## config.mk

```make
export PLATFORM = sky130hd
export DESIGN_NAME = core_launch_sequencer
export DESIGN_NICKNAME = d
export VERILOG_FILES = /design/src/rtl/core_ctrl_pkg.sv /design/src/rtl/core_launch_watchdog.sv /design/src/rtl/core_launch_sequencer.sv
export SDC_FILE = /design/constraint.sdc
export NUM_CORES = 1
export LEC_CHECK = 0
export CAP_MARGIN = 20
export CORE_AREA = 2 2 39 41
export CTS_CLUSTER_DIAMETER = 200
export DETAILED_ROUTE_END_ITERATION = 10
export DIE_AREA = 0 0 41 43
export GPL_TIMING_DRIVEN = 0
export PLACE_DENSITY = 0.67
export SLEW_MARGIN = 40
export SYNTH_ARGS = -nofsm -noshare
export SYNTH_HDL_FRONTEND = slang
export SYNTH_SLANG_ARGS = --single-unit
```

## constraint.sdc

```tcl
create_clock -name clk -period 3.6 [get_ports clk]
set_input_delay 0.54 -clock clk [delete_from_list [all_inputs] [get_ports clk]]
set_output_delay 0.54 -clock clk [all_outputs]
set_load 0.02 [all_outputs]
```

## src/rtl/core_ctrl_pkg.sv

```systemverilog
// Shared job-phase encoding for the core launch sequencer and the board status LED driver.
package core_ctrl_pkg;

  localparam logic [1:0] PH_IDLE  = 2'b00;
  localparam logic [1:0] PH_START = 2'b01;
  localparam logic [1:0] PH_WAIT  = 2'b10;
  localparam logic [1:0] PH_DONE  = 2'b11;

  localparam int unsigned NUM_CORES_DEFAULT = 4;

  // Phases during which a job is in flight
  function automatic logic phase_is_busy(input logic [1:0] ph);
    return (ph == PH_START) || (ph == PH_WAIT);
  endfunction

endpackage

```

## src/rtl/core_launch_watchdog.sv

```systemverilog
// Saturating WAIT-cycle counter; flags the last permitted cycle of WAIT_FOR_DONE.
module core_launch_watchdog #(
  parameter int unsigned TIMEOUT_CYCLES = 1024
) (
  input  logic clk,
  input  logic rst,
  input  logic clear,
  input  logic count_en,
  output logic expire_c
);

  localparam int unsigned     CNT_W    = $clog2(TIMEOUT_CYCLES + 1);
  localparam logic [CNT_W-1:0] CNT_MAX  = CNT_W'(TIMEOUT_CYCLES);
  localparam logic [CNT_W-1:0] CNT_LAST = CNT_W'(TIMEOUT_CYCLES - 1);

  logic [CNT_W-1:0] count_q;

  always_ff @(posedge clk) begin
    if (rst || clear) begin
      count_q <= '0;
    end else if (count_en && (count_q != CNT_MAX)) begin
      count_q <= count_q + CNT_W'(1);
    end
  end

  assign expire_c = count_en && (count_q == CNT_LAST);

endmodule

```

## src/rtl/core_launch_sequencer.sv

```systemverilog
// Launches all accelerator cores, collects done indications and reports job phase to the LED driver.
// Optional watchdog on WAIT_FOR_DONE enabled by defining CORE_LAUNCH_TIMEOUT_EN.
module core_launch_sequencer
  import core_ctrl_pkg::*;
#(
  parameter int unsigned NUM_CORES      = NUM_CORES_DEFAULT,
  parameter int unsigned TIMEOUT_CYCLES = 1024
) (
  input  logic                 clk,
  input  logic                 rst,
  input  logic                 go,
  output logic [NUM_CORES-1:0] core_start,
  input  logic [NUM_CORES-1:0] core_done,
  output logic [1:0]           phase,
  output logic                 busy,
  output logic                 done_pulse,
  output logic [NUM_CORES-1:0] done_mask,
  output logic                 timeout
);

  localparam logic [NUM_CORES-1:0] ALL_CORES = {NUM_CORES{1'b1}};

  if ((NUM_CORES < 1) || (NUM_CORES > 16) || (TIMEOUT_CYCLES < 2)) begin : g_param_check
    $error("core_launch_sequencer: NUM_CORES must be 1..16 and TIMEOUT_CYCLES >= 2");
  end

  logic [1:0]           state_q;
  logic [1:0]           state_d;
  logic [NUM_CORES-1:0] mask_d;
  logic [NUM_CORES-1:0] merged_c;
  logic                 timeout_d;
  logic                 wd_expire_c;

`ifdef CORE_LAUNCH_TIMEOUT_EN
  logic wd_clear_c;
  logic wd_count_c;

  // Counter restarts on the edge that enters WAIT_FOR_DONE
  assign wd_clear_c = (state_q == PH_START);
  assign wd_count_c = (state_q == PH_WAIT);

  core_launch_watchdog #(
    .TIMEOUT_CYCLES(TIMEOUT_CYCLES)
  ) u_watchdog (
    .clk      (clk),
    .rst      (rst),
    .clear    (wd_clear_c),
    .count_en (wd_count_c),
    .expire_c (wd_expire_c)
  );
`else
  assign wd_expire_c = 1'b0;
`endif

  // Next state, mask and sticky timeout
  always_comb begin
    state_d   = state_q;
    mask_d    = done_mask;
    timeout_d = timeout;
    merged_c  = done_mask | core_done;
    case (state_q)
      PH_IDLE: begin
        if (go) begin
          state_d   = PH_START;
          mask_d    = '0;
          timeout_d = 1'b0;
        end
      end
      PH_START: begin
        state_d = PH_WAIT;
      end
      PH_WAIT: begin
        mask_d = merged_c;
        // A mask completing on the expiry cycle counts as a normal finish
        if (merged_c == ALL_CORES) begin
          state_d = PH_DONE;
        end else if (wd_expire_c) begin
          state_d   = PH_DONE;
          timeout_d = 1'b1;
        end
      end
      default: begin
        state_d = PH_IDLE;
      end
    endcase
  end

  // Strobes are registered from the next state so they align with the phase they mark
  always_ff @(posedge clk) begin
    if (rst) begin
      state_q    <= PH_IDLE;
      core_start <= '0;
      busy       <= 1'b0;
      done_pulse <= 1'b0;
      done_mask  <= '0;
      timeout    <= 1'b0;
    end else begin
      state_q    <= state_d;
      core_start <= (state_d == PH_START) ? ALL_CORES : '0;
      busy       <= phase_is_busy(state_d);
      done_pulse <= (state_d == PH_DONE);
      done_mask  <= mask_d;
      timeout    <= timeout_d;
    end
  end

  assign phase = state_q;

endmodule

```

== Yosys cells after proc, flatten, opt, wreduce, memory -nomap -nowiden ==
Cells that the tools add are included.
Widths: inputs -> output; s select.
Word-level totals
  input bits: 7
  flip-flop bits (word level): 12
  memories: 0
  bits in latches: 0
  bits in writable memories: 0
  output and inout port bits: 13
  logic and storage cells: 23
  bits in read-only memories: 0
Cells by class
  shift operators: 0
  muxes and demuxes: 6
  $add $sub $neg: 0
  reduce and logical (&&, ||, !) cells: 4
  eq/ne operators: 7
  $lt $le $gt $ge: 0
  div/mod/pow operators: 0
  bitwise operators: 1
  multipliers: 0
Operators by type and width (count)
  $mux 4: 2
  $pmux 4 s2: 1
  $eq 2x2->1 const B: 3
  $pmux 2 s3: 1
  $eq 2x1->1 const B: 2
  $eq 4x4->1 const B: 1
  $mux 2: 2
  $or 4x4->4: 1
  $logic_not 2->1: 1
  $ne 2x2->1 const B: 1
  $reduce_and 2->1: 1
  $reduce_bool 2->1: 1
  $logic_or 1x1->1: 1

== Longest topological paths before layout ==
Gate-level depths: netlist (run 1).
  depth in word-level cells: 6
  mapped depth: 7
  depth with buffers taken out: 7

== Worst setup path after synthesis (run 1) ==
No wires, ideal clock.
  path kind: register -> register
  start point: register state_q[0] (netlist: phase[0])
  end point: register busy
  data arrival time: 1.542 ns
  period minus slack after synthesis: 1.606 ns
  slack: 1.994 ns
  cell stages (with the launch flop): 8
  path buffers: 0
  required time: 3.536 ns
  setup time: 0.064 ns
  cell sequence: dfxtp_1 -> inv_1 -> ha_1 -> o21ai_1 -> a21o_2 -> o31ai_1 -> ha_1 -> nor2_1
Between the ends
  longest elaborated chain between the ends: 4
RTL lines
  start, declared: RTL line core_launch_sequencer.sv:27  | logic [1:0] state_q;
  start signal, assigned: RTL line core_launch_sequencer.sv:98  | state_q <= state_d;
  $eq 2x2->1 (tied with other cells): RTL line core_launch_sequencer.sv:61  | case (state_q)
  $pmux 2 s3 *: RTL line core_launch_sequencer.sv:61
  via state_d[0]: RTL line core_launch_sequencer.sv:28  | logic [1:0] state_d;
  $eq 2x1->1 / $eq 2x2->1 (equally long branches): RTL line core_ctrl_pkg.sv:13  | return (ph == PH_START) || (ph == PH_WAIT);
  $logic_or 1x1->1 *: RTL line core_ctrl_pkg.sv:13
  end signal, assigned: RTL line core_launch_sequencer.sv:100  | busy <= phase_is_busy(state_d);
  end, declared: RTL line core_launch_sequencer.sv:15  | output logic busy,
The timed path passes the listed nets; every way through them passes the cells marked *.
A chain may end at the register's enable or synchronous reset.

==> results of run 1 <==
cells by family after synthesis:
group | count (synthesis) | synth area share
buffers and inverters | 8 | 0.102
DFF | 9 | 0.399
other | 1 | 0.00830
AOI/OAI and AO/OA | 16 | 0.241
and+or+nand+nor | 10 | 0.111
adders and majority gates | 5 | 0.139
routing by layer:
layer  track usage  share of wire
met5             0              0
met4         0.100          0.020
met3        0.0157          0.074
met2         0.175           0.48
met1         0.123           0.43
path summary, 6_finish.rpt:
check | from | endpoint | cells after the start
hold reg to reg | done_mask[1] | done_mask[1] | 2
hold / removal | done_mask[1] | done_mask[1] | 2
setup reg to reg | phase[0] | busy | 6
setup / recovery | core_start[2] | core_start[1] | 2
power by group through the flow:
stage	clock (W)	combinational, W	sequential, W
after floorplan	0	0.0000876	0.000151
after CTS	0.0000810	0.000177	0.000129
after global placement	0	0.000173	0.000130
final	0.0000774	0.000177	0.000129
after detailed placement	0	0.000175	0.000132
after global routing	0.0000857	0.000195	0.000131
registers in the layout (all words and copies together), names as in the netlist:
name,cells
done_mask,4
phase,2
busy,1
core_start,1
done_pulse,1
worst min-delay path, cell delays in order (launching register included):
cell and delay (ns):
dfxtp_1 0.33, a21oi_1 0.12, nor3_1 0.05
placed cells by master, fill, tap and decap left out:
| master | count |
|---|---|
| clkdlybuf4s50_1 | 17 |
| dfxtp_1 | 9 |
| a21oi_1 | 8 |
| ha_1 | 5 |
| nor3_1 | 4 |
| buf_4 | 4 |
| inv_1 | 3 |
| clkbuf_4 | 3 |
| nor2_1 | 2 |
| nor2b_1 | 2 |
| o22a_1 | 1 |
| o21ai_2 | 1 |
| o21ai_0 | 1 |
| nand2_1 | 1 |
| o21ai_1 | 1 |
| a21o_2 | 1 |
| o31ai_1 | 1 |
| buf_2 | 1 |
| nand2b_1 | 1 |
| a211o_1 | 1 |
| o41ai_2 | 1 |
| conb_1 | 1 |
| clkbuf_1 | 1 |
layout make-up:
| class | count | area [sq um] |
|---|---|---|
| buffer | 5 | 35.0 |
| clock buffer | 4 | 26.3 |
| fill | 142 | 716 |
| inverter | 3 | 11.3 |
| multi-input combinational | 32 | 225 |
| sequential | 9 | 180 |
| tap | 16 | 20.0 |
| timing repair buffer | 17 | 170 |
per-stage QoR:
| step | area (sq um) | util | total power, W | cells | setup slack [ns] |
|---|---|---|---|---|---|
| after floorplan | 452 | - | 0.000239 | 49 | 1.99 |
| after global placement | 642 | 0.464 | 0.000303 | 82 | 1.56 |
| after detailed placement | 642 | 0.464 | 0.000307 | 82 | 1.51 |
| after CTS | 668 | 0.483 | 0.000387 | 86 | 1.72 |
| after global routing | 668 | 0.483 | 0.000412 | 86 | 1.69 |
| final | 668 | 0.483 | 0.000383 | 86 | 1.74 |
==> flow_metrics.env, run 1 <==
export IMPL_timing_setup_tns_ns=0
export IMPL_hold_viol_final=0
export IMPL_place_gp_congestion=0.675
export IMPL_crit_slowest_cell="clkdlybuf4s50_1"
export IMPL_critPathArrivalTime_ns=1.32
export IMPL_synth_cells=49
export IMPL_vias=402
export IMPL_layout_drive_gt1_share=0.157
export IMPL_maxCapViolCount=0
export IMPL_power_switching_w=0.000135
export IMPL_die_h_microns=43
export IMPL_antenna_found_initial=0
export IMPL_drc=0
export IMPL_cts_tree="built"
export IMPL_cts_buffer_depth=2
export IMPL_p_leak_nw=0.275
export IMPL_yosysTopAreaCell="dfxtp_1"
export IMPL_crit_required_ns=3.06
export IMPL_htreeDepth=1
export IMPL_yosysUniqueCellTypes=20
export IMPL_start_util=0.326
export IMPL_pwr_share_seq=0.337
export IMPL_ys_top_cells_by_area="dfxtp_1, ha_1, a21oi_1"
export IMPL_p_per_area_nw_per_um2=573
export IMPL_finalMaxSlewViolations=0
export IMPL_core_area_sq_um=1380
export IMPL_synth_ff_type="dfxtp_1"
export IMPL_synth_most_common_cell="dfxtp_1"
export IMPL_grt_pass1_vias=346
export IMPL_wire_per_inst_microns=10.8
export IMPL_dpl_hpwl_microns=696
export IMPL_ys_warn_count=0
export IMPL_wl_microns=930
export IMPL_synth_top_area_share=0.399
export IMPL_via_per_inst=4.67
export IMPL_yosysSeqAreaShare=0.399
export IMPL_drtIter0Drc=4
export IMPL_setup_violations=0
export IMPL_avgSynthCellArea_sq_um=9.22
export IMPL_clkLatencyLatePin_ns=0.26
export IMPL_postRouteAntennaNets=0
export IMPL_port_buffers=17
export IMPL_syn_area_sq_um=452
export IMPL_min_period_ns=1.86
export IMPL_postCtsSetupRepairBufs=0
export IMPL_synth_edf_count=0
export IMPL_clock_skew_ns=0.00170
export IMPL_ios=20
export IMPL_cp_cell_sequence="buf_4 > clkdlybuf4s50_1"
export IMPL_cp_slowest_stage_delay_ns=0.58
export IMPL_cts_clk_slew_worst_paths_ns=0.06
export IMPL_syn_to_final_growth_pct=47.9
export IMPL_grt_setup_unrepaired="no"
export IMPL_sw_frac_of_total=0.352
export IMPL_grt_ovfl_total=0
export IMPL_grt_max_degree=11
export IMPL_synth_common_cells="dfxtp_1, a21oi_1, ha_1, buf_4, nor3_1"
export IMPL_crit_path_start_kind="flop"
export IMPL_critPathKind="reg2out"
export IMPL_p_clk_frac=0.202
export IMPL_numCtsBuffers=3
export IMPL_dr_pass1_iters=2
export IMPL_fmax_mhz=538
export IMPL_cp_num_buf_inv=2
export IMPL_nets=83
export IMPL_p_int_w=0.000248
export IMPL_ys_ff_latch=9
export IMPL_antennaDiodeCount=0
export IMPL_reg2reg_slack_ns=1.90
export IMPL_hold_path_class="reg2reg"
export IMPL_path_max_fanout=4
export IMPL_p_comb_frac=0.461
export IMPL_synthesis_nets=61
export IMPL_num_rows=14
export IMPL_critPathTopFamily="buffers and inverters"
export IMPL_hold_buffers=0
export IMPL_finalHoldWorstSlack_ns=0.538
export IMPL_fp_dieW_microns=41
export IMPL_cts_sinks=9
export IMPL_outcome="complete, no violations"
export IMPL_grt_total_usage=0.113
export IMPL_vdd_drop_max_v=0.000221
export IMPL_fin_crit_sh=0.516
export IMPL_fp_dieArea_sq_um=1760
export IMPL_async_flop_share=0
export IMPL_grt_first_pass_wirelength_microns=1320
export IMPL_end_kind="output port"
export IMPL_cts_root_buf="clkbuf_4"
export IMPL_cts_repair_resized=0
Power figures use the tool's default switching activity.
==> inputs of run 2 (changes only) <==
--- a/config.mk
+++ b/config.mk
@@ -11,7 +11,7 @@
 export DETAILED_ROUTE_END_ITERATION = 10
 export DIE_AREA = 0 0 41 43
 export GPL_TIMING_DRIVEN = 0
-export PLACE_DENSITY = 0.67
+export PLACE_DENSITY = 0.7
 export SLEW_MARGIN = 40
 export SYNTH_ARGS = -nofsm -noshare
 export SYNTH_HDL_FRONTEND = slang
==> constraint.sdc (replaced) <==
create_clock -name clk -period 1.5 [get_ports clk]
set_input_delay 0.225 -clock clk [delete_from_list [all_inputs] [get_ports clk]]
set_output_delay 0.225 -clock clk [all_outputs]
set_load 0.02 [all_outputs]
==> run 2 against run 1 <==
Net effect: core utilization rose by 3.8 points; via count is 0.25% higher; register-to-register slack worse by 1.8 ns; die area is the same; non-clock buffer count did not move; power grew 150%; critical path type is now reg2reg; global-route usage up 0.83 points; first-iteration DRC count up 25%; combinational power grew to 2.5 times the previous value; sequential power rose by 140%; critical path depth is 5 higher; setup slack worse by 1.7 ns.
==> flow_metrics.env, run 2 (synthesis gave the netlist of run 1 again) <==
export IMPL_cts_clk_slew_worst_paths_ns=0.06
export IMPL_wire_per_inst_microns=10.6
export IMPL_start_util=0.326
export IMPL_p_leak_nw=0.411
export IMPL_r2r_cells=7
export IMPL_reg2reg_slack_ns=0.06
export IMPL_grt_first_pass_wirelength_microns=1370
export IMPL_ios=20
export IMPL_fin_crit_sh=0.960
export IMPL_hold_path_class="in2reg"
export IMPL_hp_start="rst"
export IMPL_r2r_end="busy"
export IMPL_place_area_sq_um=647
export IMPL_maxCapViolCount=0
export IMPL_antennaDiodeCount=0
export IMPL_grt_max_degree=11
export IMPL_p_clk_frac=0.198
export IMPL_cts_buffer_depth=2
export IMPL_htreeDepth=1
export IMPL_p_comb_frac=0.470
export IMPL_critPathArrivalTime_ns=1.64
export IMPL_setup_violations=0
export IMPL_grtUsageMet3=0.0314
export IMPL_multi_input_area_sq_um=262
export IMPL_grt_setup_unrepaired="yes"
export IMPL_largest_reg_flops=4
export IMPL_path_max_fanout=6
export IMPL_drc=0
export IMPL_cts_tree="built"
export IMPL_dp_cells=82
export IMPL_dr_pass1_iters=2
export IMPL_port_buffers=17
export IMPL_critPathKind="reg2reg"
export IMPL_power_switching_w=0.000338
export IMPL_clkLatencyLatePin_ns=0.26
export IMPL_nets=83
export IMPL_grt_use_met2=0.153
export IMPL_holdPathEnd="busy"
export IMPL_mostFrequentLayoutCell="a21oi_1"
export IMPL_pwr_share_seq=0.332
export IMPL_cts_sinks=9
export IMPL_cts_root_buf="clkbuf_4"
export IMPL_fin_cells=86
export IMPL_min_period_ns=1.44
export IMPL_vias=403
export IMPL_postCtsSetupRepairBufs=0
export IMPL_top_usage_layer="met2"
export IMPL_timing_rr_start="phase[0]"
export IMPL_end_kind="flop"
export IMPL_num_fill_cells=135
export IMPL_numCtsBuffers=3
export IMPL_syn_to_final_growth_pct=59.6
export IMPL_fp_dieArea_sq_um=1760
export IMPL_mostFrequentLayoutCells="a21oi_1, dfxtp_1, clkdlybuf4s50_1, dlymetal6s2s_1"
export IMPL_postRouteAntennaNets=0
export IMPL_crit_path_start_kind="flop"
export IMPL_core_area_sq_um=1380
export IMPL_grt_ovfl_total=0
export IMPL_layout_drive_gt1_share=0.271
export IMPL_wl_microns=910
export IMPL_seq_area_sq_um=183
export IMPL_finalMaxSlewViolations=0
export IMPL_holdPathStages=2
export IMPL_clock_skew_ns=0.00365
export IMPL_p_int_w=0.000607
export IMPL_num_rows=14
export IMPL_fmax_mhz=694
export IMPL_hold_viol_final=0
export IMPL_grt_util_met1=0.153
export IMPL_p_per_area_nw_per_um2=1310
export IMPL_dpl_hpwl_microns=682
export IMPL_place_gp_congestion=0.741
export IMPL_grt_total_usage=0.121
export IMPL_largest_register="done_mask"
export IMPL_sw_frac_of_total=0.357
export IMPL_die_h_microns=43
export IMPL_via_per_inst=4.69
export IMPL_fp_dieW_microns=41
export IMPL_vdd_drop_max_v=0.000543
export IMPL_outcome="complete, no violations"
export IMPL_crit_required_ns=1.70
export IMPL_drtIter0Drc=5
export IMPL_fin_area_sq_um=721
export IMPL_antenna_found_initial=0
export IMPL_grt_pass1_vias=333
-- run 2: cell types whose count changed in the layout (fill, tap and decap cells not counted), moves of 2 or more --
cell / before / now
ha_4: 0 / 2
ha_1: 5 / 3
clkdlybuf4s50_1: 17 / 7
dlygate4sd2_1: 0 / 3
dlymetal6s2s_1: 0 / 7
dfxtp_2: 0 / 2
dfxtp_1: 9 / 7
-- run 2: through the flow --
| step | util | power, W | hold slack (ns) | setup WS (ns) | setup TNS (ns) |
|---|---|---|---|---|---|
| after floorplan | - | 0.000578 | 0.414 | 0.0328 | 0 |
| after global placement | 0.467 | 0.000733 | 0.527 | -0.216 | -0.489 |
| after detailed placement | 0.467 | 0.000741 | 0.522 | -0.225 | -0.518 |
| after CTS | 0.489 | 0.000933 | 0.255 | -0.0278 | -0.0437 |
| after global routing | 0.521 | 0.00103 | 0.276 | -0.0522 | -0.0578 |
| final | 0.521 | 0.000945 | 0.263 | 0.0597 | 0 |
-- run 2: what timing repair did --
item,in CTS,in global routing
pin swaps,1,1
gates resized for setup,6,12
hold buffers,0,0
setup endpoints to repair,7,8
-- run 2: power by group through the flow --
stage	Sequential [W]	Clock, W	Combinational (W)
after floorplan	0.000366	0	0.000212
after global placement	0.000316	0	0.000417
after detailed placement	0.000317	0	0.000424
after CTS	0.000311	0.000199	0.000422
after global routing	0.000320	0.000219	0.000490
final	0.000314	0.000187	0.000444
-- run 2: area by class of cell --
type,instances,area share
multi-input cells,32,0.363
repair buffers,17,0.255
flip-flops and latches,9,0.253
plain buffers,5,0.0486
clock buffers,4,0.0365
well taps,16,0.0278
inverters,3,0.0156
-- run 2: critical path: stages, from the launching register on --
cell	delay [ns]
dfxtp_2	0.37
inv_2	0.07
ha_4	0.18
o21ai_2	0.15
a21o_2	0.15
o31ai_2	0.07
ha_1	0.29
nor2_1	0.09
-- run 2: worst max path at each step --
stage	startpoint	endpoint	slack (ns)	cells past startpoint
after floorplan	phase[0]	busy	0.03	6
after global placement	core_done[1]	busy	-0.22	6
after detailed placement	core_done[1]	busy	-0.23	6
after CTS	phase[0]	busy	-0.03	6
after global routing	phase[0]	busy	-0.05	7
final	phase[0]	busy	0.06	7
-- run 2: routing by layer --
layer | vias to the layer above | share of wire | wire length (microns)
li1 | 209 | - | -
met1 | 178 | 0.45 | 410
met2 | 14 | 0.46 | 423
met3 | 2 | 0.076 | 69
met4 | 0 | 0.0077 | 7
met5 | - | 0 | 0
==> inputs of run 3 (changes only) <==
--- a/config.mk
+++ b/config.mk
@@ -5,6 +5,7 @@
 export SDC_FILE = /design/constraint.sdc
 export NUM_CORES = 1
 export LEC_CHECK = 0
+export ABC_CLOCK_PERIOD_IN_PS = 1500
 export CAP_MARGIN = 20
 export CORE_AREA = 2 2 39 41
 export CTS_CLUSTER_DIAMETER = 200
==> results of run 3 <==
Same layout as run 2: the final DEF is identical, and so are final timing and power.
